<file path="src/rtl/vga_scan_ctrl.sv">
// vga_scan_ctrl
// Raster scan generator and DAC output stage for the Pacman display path.
// A divide-by-two toggle produces the pixel tick, h/v counters sweep the
// frame, and sync/blank travel down a short delay line so they leave the
// block on the same pixel tick as the color returned for that coordinate.
//
// Handshake: there is no valid/ready pair here. The coordinate is presented
// on x_vga/y_vga after every pix_en tick, and the system must hold the matching
// color on color_vga exactly PIPE_LAT ticks later. Nothing can stall the scan.
// PIPE_LAT must be in the range 1..4.

module vga_scan_ctrl #(
    parameter int H_VISIBLE = 640,
    parameter int H_FP      = 16,
    parameter int H_SYNC    = 96,
    parameter int H_BP      = 48,
    parameter int V_VISIBLE = 480,
    parameter int V_FP      = 10,
    parameter int V_SYNC    = 2,
    parameter int V_BP      = 33,
    parameter int PIPE_LAT  = 2
) (
    input  logic       CLOCK_50,
    input  logic       reset,
    output logic       VGA_CLK,
    output logic       pix_en,
    output logic [9:0] x_vga,
    output logic [9:0] y_vga,
    output logic       active,
    input  logic [2:0] color_vga,
    output logic [7:0] VGA_R,
    output logic [7:0] VGA_G,
    output logic [7:0] VGA_B,
    output logic       VGA_HS,
    output logic       VGA_VS,
    output logic       VGA_BLANK_N,
    output logic       VGA_SYNC_N,
    output logic       frame_start
);

    localparam logic [9:0] H_MAX    = 10'(H_VISIBLE + H_FP + H_SYNC + H_BP - 1);
    localparam logic [9:0] V_MAX    = 10'(V_VISIBLE + V_FP + V_SYNC + V_BP - 1);
    localparam logic [9:0] H_ACT    = 10'(H_VISIBLE);
    localparam logic [9:0] V_ACT    = 10'(V_VISIBLE);
    localparam logic [9:0] HS_START = 10'(H_VISIBLE + H_FP);
    localparam logic [9:0] HS_END   = 10'(H_VISIBLE + H_FP + H_SYNC - 1);
    localparam logic [9:0] VS_START = 10'(V_VISIBLE + V_FP);
    localparam logic [9:0] VS_END   = 10'(V_VISIBLE + V_FP + V_SYNC - 1);

    // Delay-line entry layout: {hs, vs, blank}; idle value is blank with
    // both syncs inactive (high).
    localparam logic [2:0] DLY_IDLE = 3'b111;

    logic       t;
    logic [9:0] h;
    logic [9:0] v;
    logic       hs_raw;
    logic       vs_raw;
    logic       blank_raw;
    logic [PIPE_LAT:0][2:0] dly;

    // Divide-by-two toggle; its high phase is the pixel tick.
    always_ff @(posedge CLOCK_50 or posedge reset) begin
        if (reset) t <= 1'b0;
        else       t <= ~t;
    end

    assign VGA_CLK    = t;
    assign pix_en     = t;
    assign x_vga      = h;
    assign y_vga      = v;
    assign VGA_SYNC_N = 1'b0;
    assign active     = (h < H_ACT) && (v < V_ACT);

    // Horizontal and vertical scan counters, advancing on the pixel tick.
    always_ff @(posedge CLOCK_50 or posedge reset) begin
        if (reset) begin
            h <= '0;
            v <= '0;
        end else if (pix_en) begin
            if (h == H_MAX) begin
                h <= '0;
                v <= (v == V_MAX) ? 10'd0 : v + 10'd1;
            end else begin
                h <= h + 10'd1;
            end
        end
    end

    // One-cycle pulse in the cycle right after the frame wraps to (0,0).
    always_ff @(posedge CLOCK_50 or posedge reset) begin
        if (reset) frame_start <= 1'b0;
        else       frame_start <= pix_en && (h == H_MAX) && (v == V_MAX);
    end

    // Undelayed sync/blank decode of the current coordinate.
    always_comb begin
        hs_raw    = 1'b1;
        vs_raw    = 1'b1;
        blank_raw = 1'b0;
        if (h >= HS_START && h <= HS_END) hs_raw = 1'b0;
        if (v >= VS_START && v <= VS_END) vs_raw = 1'b0;
        if (h >= H_ACT || v >= V_ACT)     blank_raw = 1'b1;
    end

    // Sync/blank delay line; its last stage drives the pins directly.
    always_ff @(posedge CLOCK_50 or posedge reset) begin
        if (reset)       dly <= {(PIPE_LAT + 1){DLY_IDLE}};
        else if (pix_en) dly <= {dly[PIPE_LAT-1:0], {hs_raw, vs_raw, blank_raw}};
    end

    assign VGA_HS      = dly[PIPE_LAT][2];
    assign VGA_VS      = dly[PIPE_LAT][1];
    assign VGA_BLANK_N = ~dly[PIPE_LAT][0];

    // Color capture and RGB expansion. The blank bit used here is the one
    // moving into the final delay stage on this same tick, so color and
    // blank leave together. During blanking the color input is never looked
    // at, so an unknown color cannot reach the pins.
    always_ff @(posedge CLOCK_50 or posedge reset) begin
        if (reset) begin
            VGA_R <= 8'h00;
            VGA_G <= 8'h00;
            VGA_B <= 8'h00;
        end else if (pix_en) begin
            if (dly[PIPE_LAT-1][0]) begin
                VGA_R <= 8'h00;
                VGA_G <= 8'h00;
                VGA_B <= 8'h00;
            end else begin
                VGA_R <= color_vga[2] ? 8'hFF : 8'h00;
                VGA_G <= color_vga[1] ? 8'hFF : 8'h00;
                VGA_B <= color_vga[0] ? 8'hFF : 8'h00;
            end
        end
    end

endmodule

</file>
<file path="config.mk">
export PLATFORM = sky130hd
export DESIGN_NAME = vga_scan_ctrl
export DESIGN_NICKNAME = d
export VERILOG_FILES = /design/src/rtl/vga_scan_ctrl.sv
export SDC_FILE = /design/constraint.sdc
export NUM_CORES = 1
export LEC_CHECK = 0
export BUFFER_PORTS_ARGS = -buffer_cell sky130_fd_sc_hd__buf_2
export CAP_MARGIN = 0
export CORE_ASPECT_RATIO = 0.6
export CORE_UTILIZATION = 54
export DETAILED_ROUTE_END_ITERATION = 12
export PLACE_DENSITY = 0.92
export SKIP_CTS_REPAIR_TIMING = 1
export SLEW_MARGIN = 5
export SYNTH_ARGS = -nofsm -noshare
export SYNTH_HDL_FRONTEND = slang
export SYNTH_SLANG_ARGS = --single-unit
</file>
<file path="constraint.sdc">
create_clock -name CLOCK_50 -period 5.4 [get_ports CLOCK_50]
set_clock_uncertainty 0.15 [all_clocks]
set_input_delay 1.08 -clock CLOCK_50 [delete_from_list [all_inputs] [get_ports CLOCK_50]]
set_output_delay 1.08 -clock CLOCK_50 [all_outputs]
set_load 0.02 [all_outputs]
</file>
# Word-level counts from Yosys, hierarchy flattened
# Cells that the tools add are included.
dict set report totals {
  output_inout_bits 52
  elab_cells 42
  register_bits 55
}
dict set report op_classes {
  bitwise 2
  eq_ne 2
  n_addsub 2
  magnitude_cmp 8
  mux 11
  reduce_logical 7
}
# op n
set ops {}
lappend ops {{two-way mux 8 bit} 6}
lappend ops {{adder 10 x 1 -> 10 bit (second input constant)} 2}
lappend ops {{equality test 10 bit (second input constant)} 2}
lappend ops {{greater-or-equal comparator 10 bit (second input constant)} 2}
lappend ops {{greater-or-equal comparator 10 x 9 -> 1 bit (second input constant)} 2}
lappend ops {{two-way mux 10 bit} 2}
lappend ops {{<= comparator 10 bit (second input constant)} 1}
lappend ops {{<= comparator 10 x 9 -> 1 bit (second input constant)} 1}
lappend ops {{less-than comparator 10 bit (second input constant)} 1}
lappend ops {{less-than comparator 10 x 9 -> 1 bit (second input constant)} 1}
lappend ops {{logical AND 1 bit} 5}
lappend ops {{two-way mux 1 bit} 3}
lappend ops {{NOT 1 bit} 2}
lappend ops {{AND reduction 2 bit} 1}
lappend ops {{logical OR 1 bit} 1}

# Depth between registers and ports, before layout
dict set report depth {
  word_depth 3
  mapped_depth 7
  ltp_nobuf 6
}

# Worst setup path before layout
# OpenSTA, ideal clock, no wires.
dict set report synth_timing {
  path_kind {reg-to-output}
  from {register v[6] (netlist: y_vga[6])}
  to {output port active}
  t_arrival_ns 1.105
  path_stages_with_launch 4
  slack_ns 3.065
  required_ns 4.170
  cell_sequence {dfrtp_1 -> and3_2 -> nand2_1 -> and3b_1}
}
dict set report synth_via {
  elab_chain_len 2
}
# item line_no
set synth_lines {}
lappend synth_lines {{start, declared} 56} ;# logic [9:0] v;
lappend synth_lines {{start signal, assigned} 83} ;# v <= (v == V_MAX) ? 10'd0 : v + 10'd1;
lappend synth_lines {{less-than comparator 10 x 9 -> 1 bit} 73} ;# assign active = (h < H_ACT) && (v < V_ACT);
lappend synth_lines {{logical AND 1 bit} 73}
lappend synth_lines {{end, declared} 29} ;# output logic active,
# Every way passes these cells.

# Worst setup path in the final report
# Ends and elaborated chain as after synthesis.

==> impl_metrics.env <==
export IMPL_clkLatencyLatePin_ps=290
export IMPL_leakagePower_nw=1.00
export IMPL_p_comb_frac=0.057
export IMPL_num_antenna_cells=0
export IMPL_finalSetupViolCount=0
export IMPL_reg2reg_slack_ps=3060
export IMPL_final_max_slew_viol_count=0
export IMPL_hp_start="dly[2]"
export IMPL_crit_path_cell_trace="and3_2, nand2_1, and3b_1, buf_2"
export IMPL_arrival_ps=1420
export IMPL_setup_tns_ps=0
export IMPL_clock_path_buffers=2
export IMPL_die_x_um=76.5
export IMPL_rows=15
export IMPL_cp_top_family="simple AND/OR/NAND/NOR gates"
export IMPL_cp_max_fo=5
export IMPL_fmax_mhz=377
export IMPL_wl_per_cell_um=14.2
export IMPL_grt_pass1_vias=1114
export IMPL_whs_endpoint="dly[2]"
export IMPL_synthFlopType="dfrtp_1"
export IMPL_die_area_mm2=0.00358
export IMPL_synth_common_cells="dfrtp_1, buf_4, nor2_1"
export IMPL_pwr_share_seq=0.498
export IMPL_slew_headroom=0.530
export IMPL_grt_pass1_wl_um=5440
export IMPL_worst_slew_pin_slew_ps=704
export IMPL_via_count=1330
export IMPL_avgSynthCellArea_um2=10.5
export IMPL_clock_sinks=34
export IMPL_grt_usage=0.215
export IMPL_drtIter0Drc=112
export IMPL_start_util=0.596
export IMPL_rsz0062_at_grt="false"
export IMPL_yosysMostFrequentCell="dfrtp_1"
export IMPL_hpwl_um=2590
export IMPL_grt_max_degree=35
export IMPL_drc_errors=0
export IMPL_yosysSeqAreaShare=0.479
export IMPL_timing_rr_end="y_vga[9]"
export IMPL_die_h_um=46.7
export IMPL_synth_cell_types=36
export IMPL_clkTransAtPathRegs_ps=70
export IMPL_synth_cells=171
export IMPL_whs_ps=335
export IMPL_cts_tree="done"
export IMPL_finalWeightedCongestion=0.891
export IMPL_drive_above_1_share=0.391
export IMPL_cap_violations=0
export IMPL_p_int_mw=0.402
export IMPL_cpMaxStageDelayCell="dfrtp_1"
export IMPL_cellPowerDensity_mw_per_mm2=254
export IMPL_nNetsFinal=216
export IMPL_port_buffers=55
export IMPL_cts_root_buffer="clkbuf_8"
export IMPL_clkPwrFrac=0.445
export IMPL_core_area_mm2=0.00302
export IMPL_wirelength_um=3540
export IMPL_switchingPower_mw=0.116
export IMPL_synth_top_area_frac=0.347
export IMPL_num_io_pins=57
export IMPL_areaGrowthSynthToFinish_pct=13.2
export IMPL_min_period_over_period=0.491
export IMPL_via_per_inst=5.34
export IMPL_multi_input_area_um2=704
export IMPL_cts_buffers_inserted=5
export IMPL_min_path_type="register to register"
export IMPL_ys_async_sr_fraction=1.00
export IMPL_critPathBufInv=1
export IMPL_hold_depth=2
export IMPL_hold_viol=0
export IMPL_antenna_found_initial=0
export IMPL_rr_worst_depth=4
export IMPL_synth_top_area_cell="dfrtp_1"
export IMPL_status="completed"
export IMPL_period_needed_ps=2650
export IMPL_dr_pass1_iters=4
export IMPL_endpoint_kind="output port"
export IMPL_overflow=0
export IMPL_critical_path_class="register to output port"
export IMPL_h_tree_depth=2
export IMPL_synth_nets=181
export IMPL_nFillCells=243
export IMPL_swShare=0.223
export IMPL_yosysWarnings=0
export IMPL_r2r_start="VGA_CLK"
export IMPL_yosys_top_cells_area="dfrtp_1, dfstp_2, buf_4, mux2_2, ha_1"
export IMPL_critPathMaxStageDelay_ps=420
export IMPL_regArea_um2=862
export IMPL_power_total_mw=0.518
export IMPL_synth_edff_count=0
export IMPL_startpoint_type="register"
export IMPL_peakVddDrop_uv=169
export IMPL_yosys_register_bits=34
export IMPL_cp_required_ps=4170
export IMPL_ant_nets=0
export IMPL_netlist_area_mm2=0.00180
worst min-delay path: stages (launching register included):
cell and delay [ps]:
dfstp_2 370, nor2_1 70, a31oi_1 40
placed cells by master (no fill, tap or decap), drive strengths merged, types with 2 or more instances in the layout:
cell type / n
a22o: 3
dfrtp: 25
nand4: 9
o21ai: 6
nand3: 7
a31oi: 2
xor2: 7
o31ai: 2
xnor2: 6
clkbuf: 7
nor2: 14
and3: 7
ha: 5
buf: 56
dfstp: 9
nand2: 7
mux2: 6
inv: 8
nor3: 6
a21oi: 3
state kept, by name (all words and copies together) (netlist names):
| name | cells |
|---|---|
| VGA_G | 1 |
| dly | 7 |
| VGA_VS | 1 |
| y_vga | 10 |
| VGA_B | 1 |
| VGA_CLK | 1 |
| VGA_R | 1 |
| VGA_HS | 1 |
| x_vga | 10 |
| frame_start | 1 |
per-layer routing:
metal  track usage  share of wire
met1         0.292           0.49
met2         0.303           0.45
met3        0.0931          0.055
met4        0.0923          0.012
met5             0              0
power by group through the flow:
stage | clock (mW) | combinational [mW] | sequential, mW
floorplan | 0 | 0.0280 | 0.264
global placement | 0 | 0.0297 | 0.262
detailed placement | 0 | 0.0300 | 0.263
CTS | 0.234 | 0.0301 | 0.258
global route | 0.248 | 0.0320 | 0.258
finish | 0.231 | 0.0293 | 0.258
how the worst max path moves through the flow:
stage	cells after the start	from	end
2_1_floorplan	3	y_vga[6]	active
3_3_place_gp	4	y_vga[6]	active
3_5_place_dp	4	y_vga[6]	active
4_1_cts	4	y_vga[6]	active
5_1_grt	4	y_vga[6]	active
6_report	4	y_vga[6]	active
area by class of cell:
| type | instances | area share |
|---|---|---|
| clock buffers | 7 | 0.0374 |
| clock inverters | 1 | 0.0147 |
| inverters | 8 | 0.0147 |
| multi-input cells | 101 | 0.346 |
| flip-flops and latches | 34 | 0.423 |
| well taps | 42 | 0.0258 |
| repair buffers | 56 | 0.139 |
cell families (layout without fill, tap and decap cells):
group                      count (synthesis)  in the layout  synth area share
xor gates and xnor gates                  13             13            0.0632
AOI/OAI and AO/OA                         19             19            0.0667
buffers and inverters                     36             72             0.130
and+or+nand+nor                           57             57             0.187
muxes                                      6              6            0.0375
other                                      1              1           0.00208
DFF                                       34             34             0.479
adders and majority gates                  5              5            0.0347
through the flow:
stage | cells | setup slack (ps) | util | cell area, um^2
after global routing | 249 | 2660 | 0.675 | 2040
final | 249 | 2750 | 0.675 | 2040
after global placement | 241 | 3080 | 0.639 | 1930
after CTS | 249 | 2750 | 0.675 | 2040
after detailed placement | 241 | 3060 | 0.639 | 1930
after floorplan | 171 | 3060 | - | 1800
No activity file was read; power rests on OpenSTA's default activity.
